<file path="src/rtl/halfduplex_xcvr_ctrl.sv">
// Half-duplex transceiver direction control with switch guards,
// transmit tail and optional per-channel echo checking.
module halfduplex_xcvr_ctrl #(
  parameter int NumChannels             = 1,
  parameter int TransceiverSwitchCycles = 5,
  parameter int TransmitEndCycles       = 5,
  parameter bit EchoCheck               = 1'b0,
  parameter int EchoDelay               = 2
) (
  input  logic                   clk_i,
  input  logic                   rst_ni,
  input  logic [NumChannels-1:0] tx_enable_i,
  input  logic [NumChannels-1:0] rx_enable_i,
  input  logic [NumChannels-1:0] tx_i,
  output logic [NumChannels-1:0] tx_ready_o,
  output logic [NumChannels-1:0] rx_o,
  output logic [NumChannels-1:0] busy_o,
  output logic [NumChannels-1:0] echo_err_o,
  output logic [NumChannels-1:0] di_o,
  output logic [NumChannels-1:0] de_o,
  output logic [NumChannels-1:0] ren_o,
  input  logic [NumChannels-1:0] ro_i
);

  localparam int MaxCyc =
    (TransceiverSwitchCycles > TransmitEndCycles) ?
    TransceiverSwitchCycles : TransmitEndCycles;
  localparam int CntW = $clog2(MaxCyc + 1);
  localparam logic [CntW-1:0] SwLoad =
    CntW'(TransceiverSwitchCycles - 1);
  localparam logic [CntW-1:0] EndLoad =
    CntW'(TransmitEndCycles - 1);

  typedef enum logic [2:0] {
    ST_RX,
    ST_SW_TX,
    ST_TX,
    ST_TX_END,
    ST_SW_RX
  } state_e;

  for (genvar g = 0; g < NumChannels; g++) begin : g_ch
    state_e          state_q;
    logic [CntW-1:0] cnt_q;
    logic            tx_en;
    logic            cnt_zero;
    logic            is_rx;
    logic            is_tx;
    logic            drv;
    logic            rx_en;
    logic            di;

    assign tx_en    = tx_enable_i[g];
    assign cnt_zero = (cnt_q == '0);

    always_ff @(posedge clk_i or negedge rst_ni) begin
      if (!rst_ni) begin
        state_q <= ST_RX;
        cnt_q   <= '0;
      end else begin
        unique case (state_q)
          ST_RX: begin
            if (tx_en) begin
              state_q <= ST_SW_TX;
              cnt_q   <= SwLoad;
            end
          end
          ST_SW_TX: begin
            if (!tx_en) begin
              state_q <= ST_SW_RX;
              cnt_q   <= SwLoad;
            end else if (cnt_zero) begin
              state_q <= ST_TX;
            end else begin
              cnt_q <= cnt_q - 1'b1;
            end
          end
          ST_TX: begin
            if (!tx_en) begin
              state_q <= ST_TX_END;
              cnt_q   <= EndLoad;
            end
          end
          ST_TX_END: begin
            if (tx_en) begin
              state_q <= ST_TX;
            end else if (cnt_zero) begin
              state_q <= ST_SW_RX;
              cnt_q   <= SwLoad;
            end else begin
              cnt_q <= cnt_q - 1'b1;
            end
          end
          ST_SW_RX: begin
            if (tx_en) begin
              state_q <= ST_SW_TX;
              cnt_q   <= SwLoad;
            end else if (cnt_zero) begin
              state_q <= ST_RX;
            end else begin
              cnt_q <= cnt_q - 1'b1;
            end
          end
          default: begin
            state_q <= ST_RX;
            cnt_q   <= '0;
          end
        endcase
      end
    end

    assign is_rx = (state_q == ST_RX);
    assign is_tx = (state_q == ST_TX);
    assign drv   = (state_q == ST_SW_TX) || is_tx ||
                   (state_q == ST_TX_END);
    // Receive request reads as idle while reset is held.
    assign rx_en = rx_enable_i[g] & rst_ni;
    assign di    = is_tx ? tx_i[g] : 1'b1;

    assign de_o[g]       = drv;
    assign ren_o[g]      = drv ? ~EchoCheck : ~rx_en;
    assign di_o[g]       = di;
    assign rx_o[g]       = (is_rx && rx_en) ? ro_i[g] : 1'b1;
    assign busy_o[g]     = ~is_rx;
    assign tx_ready_o[g] = is_tx;

    if (EchoCheck) begin : g_echo
      localparam int VldW = $clog2(EchoDelay + 1);
      localparam logic [VldW-1:0] VldFull = VldW'(EchoDelay);

      logic [EchoDelay-1:0] sr_q;
      logic [VldW-1:0]      vld_q;
      logic                 err_q;

      always_ff @(posedge clk_i or negedge rst_ni) begin
        if (!rst_ni) begin
          sr_q  <= '1;
          vld_q <= '0;
          err_q <= 1'b0;
        end else begin
          sr_q[0] <= di;
          for (int i = 1; i < EchoDelay; i++) begin
            sr_q[i] <= sr_q[i-1];
          end
          if (!is_tx) begin
            vld_q <= '0;
          end else if (vld_q != VldFull) begin
            vld_q <= vld_q + 1'b1;
          end
          err_q <= is_tx && (vld_q == VldFull) &&
                   (ro_i[g] != sr_q[EchoDelay-1]);
        end
      end

      assign echo_err_o[g] = err_q;
    end else begin : g_no_echo
      assign echo_err_o[g] = 1'b0;
    end
  end

endmodule

</file>
<file path="config.mk">
export PLATFORM = sky130hd
export DESIGN_NAME = halfduplex_xcvr_ctrl
export DESIGN_NICKNAME = d
export VERILOG_FILES = /design/src/rtl/halfduplex_xcvr_ctrl.sv
export SDC_FILE = /design/constraint.sdc
export NUM_CORES = 1
export LEC_CHECK = 0
export ABC_CLOCK_PERIOD_IN_PS = 2000
export CORE_AREA = 2 2 39 41
export DETAILED_ROUTE_END_ITERATION = 16
export DIE_AREA = 0 0 41 43
export PLACE_DENSITY = 0.67
export SLEW_MARGIN = 20
export SYNTH_ARGS = -nofsm -noshare
export SYNTH_HDL_FRONTEND = slang
export SYNTH_SLANG_ARGS = --single-unit
</file>
<file path="constraint.sdc">
create_clock -name clk_i -period 2 [get_ports clk_i]
set_clock_uncertainty 0.05 [all_clocks]
set_input_delay 0.3 -clock clk_i [delete_from_list [all_inputs] [get_ports clk_i]]
set_output_delay 0.3 -clock clk_i [all_outputs]
set_load 0.02 [all_outputs]
</file>
==> results <==
-- power breakdown --
part | switching (mW) | leakage (nW) | total, mW | internal [mW]
combinational | 0.381 | 0.220 | 0.730 | 0.349
sequential | 0.0541 | 0.0760 | 0.231 | 0.177
clock | 0.0477 | 0.0138 | 0.116 | 0.0681
total | 0.482 | 0.310 | 1.08 | 0.594
-- final timing paths --
| check | end | slack, ns |
|---|---|---|
| max | rx_o | 0.11 |
| min | g_ch[0].state_q[2]$_DFFE_PN0P_ | 0.33 |
| max reg2reg | g_ch[0].cnt_q[0]$_DFFE_PN0P_ | 0.19 |
| min reg2reg | g_ch[0].cnt_q[1]$_DFFE_PN0P_ | 0.45 |
| max in group asynchronous | g_ch[0].cnt_q[2]$_DFFE_PN0P_ | 1.45 |
| min in group clk_i | g_ch[0].cnt_q[1]$_DFFE_PN0P_ | 0.45 |
-- synth_stat cells, drive strengths merged, types with 2 or more instances --
cell type	count
a21oi	4
buf	5
dfrtp	6
ha	4
inv	7
nand2	4
nand2b	3
nor2	4
nor3b	2
o21ai	2
or2b	2
or3	2
-- state kept, by name (all words and copies together) (netlist names) --
name and cells:
g_ch.cnt_q 3, g_ch.state_q 3
-- metal layers --
metal / track usage [%] / vias up / wire length (um) / part of all wire [%]
li1: - / 250 / - / -
met1: 22.15 / 222 / 540 / 47
met2: 22.19 / 14 / 535 / 47
met3: 3.141 / 3 / 41 / 3.6
met4: 10.00 / 0 / 26 / 2.3
met5: 0 / - / 0 / 0
-- area by class of cell --
class,instances,area [sq um]
clock buffers,3,22.52
fillers,145,690.7
inverters,7,26.28
multi-input cells,44,327.8
flip-flops and latches,6,150.1
well taps,16,20.02
repair buffers,16,146.4
-- per-stage QoR --
stage	setup slack (ns)	total power, mW	area (sq um)
floorplan	0.1923	0.7708	540.5
CTS	0.01369	1.084	688.2
detailed placement	-0.03778	0.9724	669.4
global route	0.02194	1.175	693.2
global placement	-0.04345	0.9564	669.4
finish	0.1110	1.076	693.2
-- worst register-to-register path, delay by kind of cell (launching register included) --
family                   cells  cell delay [ns]
AO/OA/AOI/OAI                2             0.38
adder cells (fa/ha/maj)      3             0.71
buffers and inverters        2             0.17
flip-flops                   1             0.37
-- repair_timing --
action / 4_1_cts / 5_1_grt
hold buffers: 0 / 0
resized for setup: 3 / 2
setup endpoints to repair: 3 / 2
-- cells by family (layout without fill, tap and decap cells) --
| kind of cell | after synthesis | after routing |
|---|---|---|
| adder cells (fa/ha/maj) | 4 | 4 |
| AO/OA/AOI/OAI | 15 | 15 |
| buffers and inverters | 12 | 26 |
| multiplexers | 1 | 1 |
| AND/OR/NAND/NOR | 23 | 23 |
| other | 1 | 1 |
| flip-flops | 6 | 6 |
==> results.py <==
metrics = {
    "grt": {
        "grt_pass1_wl_um": 1911,
        "grt_usage_pct": 16.13,
        "overflow": 0,
        "antenna_found_initial": 0,
        "grt_pass1_vias": 438,
        "grt_max_degree": 12,
    },
    "die": {
        "die_h_um": 43,
        "core_area_sq_um": 1384,
        "fp-row-count": 14,
        "dieWidth_um": 41,
        "die-area_sq_um": 1763,
        "pin_count": 13,
        "start_util_pct": 39.06,
    },
    "cells_and_area": {
        "final_cells": 92,
        "final_cell_mix": "7 x clkdlybuf4s50_1, 6 x inv_1, 6 x dfrtp_1, 5 x buf_4, 4 x nand2_1",
        "final_util_pct": 50.09,
        "fin_nets": 88,
        "layout_commonest_cell": "clkdlybuf4s50_1",
        "areaGrowthSynthToFinish_pct": 28.24,
        "antenna_cells": 0,
        "final_layout_size_suffix_gt1_share_pct": 18.42,
    },
    "power": {
        "power_density_nw_per_um2": 1553,
        "vdd_ir_drop_max_v": 0.0006021,
        "p_leak_nw": 0.3099,
    },
    "min_path": {
        "hold_path_class": "input pin to asynchronous set/reset pin",
    },
    "detailed_routing": {
        "drcViolationCount": 0,
        "first_pass_iters": 6,
        "vias_per_cell": 5.315,
        "antenna_left": 0,
        "via_count": 489,
        "drt_iter0_drc": 8,
        "routedWlPerCell_um": 12.42,
        "routed_wl_um": 1143,
    },
    "critical_path": {
        "cp.buffers_inverters": 2,
        "critPathTopFamily": "flip-flops",
        "slowest_delay_ns": 0.44,
        "worstPathCellList": "inv_2 > nand2_1 > or3_1 > dlygate4sd2_1",
        "rr_worst_depth": 7,
        "critPathLaunch": "g_ch[0].state_q[2]$_DFFE_PN0P_",
        "crit_path_start_kind": "flip-flop",
        "crit_path_end_kind": "output pin",
        "cp_num_cells": 4,
        "reg2reg_from": "g_ch[0].cnt_q[0]$_DFFE_PN0P_",
        "cp_data_required_time_ns": 1.65,
        "worstSetupPathType": "flip-flop to output pin",
        "crit_slowest_cell": "dfrtp_1",
        "crit_path_max_fanout": 7,
        "crit_arrival_ns": 1.54,
    },
    "logic_synthesis": {
        "ys_seq_area_share_pct": 27.78,
        "synth.area.top_cells": "dfrtp_1 28%, ha_1 9.3%, buf_4 4.2%",
        "syn_nets": 72,
        "syn-cell-area_sq_um": 540.5,
        "synth-edff-count": 0,
        "yosys.area_share.adder_pct": 9.259,
        "yosys.area_share.xor_xnor_pct": 0,
        "muxShareOfSynthArea_pct": 1.852,
        "synth-compound-area-share_pct": 20.14,
        "yosys.area.top_type": "dfrtp_1",
        "synth_top_area_share_pct": 27.78,
        "yosys.cell_types.count": 35,
        "syn-instance-count": 62,
        "yosys_warnings": 0,
        "synth.avg_cell_area_sq_um": 8.718,
        "ys_async_sr_fraction_pct": 100.0,
        "synth_seq_cells": 6,
        "synthSimpleGateAreaFrac_pct": 28.24,
        "ys.flop_type": "dfrtp_1",
        "synth_top_family_by_area": "simple AND/OR/NAND/NOR gates",
    },
    "clock_network": {
        "cts_tree": "yes",
        "htree_levels": 1,
        "root_buffer": "clkbuf_4",
        "cts_buffer_depth": 2,
        "postCtsSetupRepairBufs": 0,
        "cts_buffers": 3,
        "clk_pin_slew_ns": 0.05,
        "clk_latency_ns": 0.25,
        "cts_sinks": 6,
    },
    "place": {
        "gp_congestion": 0.8369,
        "io_buffer_count": 11,
        "hpwlAfterDp_um": 903.2,
        "dp_cells": 89,
    },
    "job": {
        "cap_violations": 0,
    },
    "outcome": {
        "outcome": "finished, final reports clean",
    },
    "sta": {
        "setup_viol": 0,
        "rsz0062_at_grt": "false",
        "finalCritPeriodShare_pct": 94.45,
        "fin_hold_ws_ns": 0.3341,
        "drv_slew": 0,
        "period_needed_ns": 1.889,
        "fin_setup_tns_ns": 0,
        "finalHoldViolCount": 0,
        "clock.fmax_mhz": 529.4,
    },
}
Note: power is estimated with default switching activity, not from simulation.
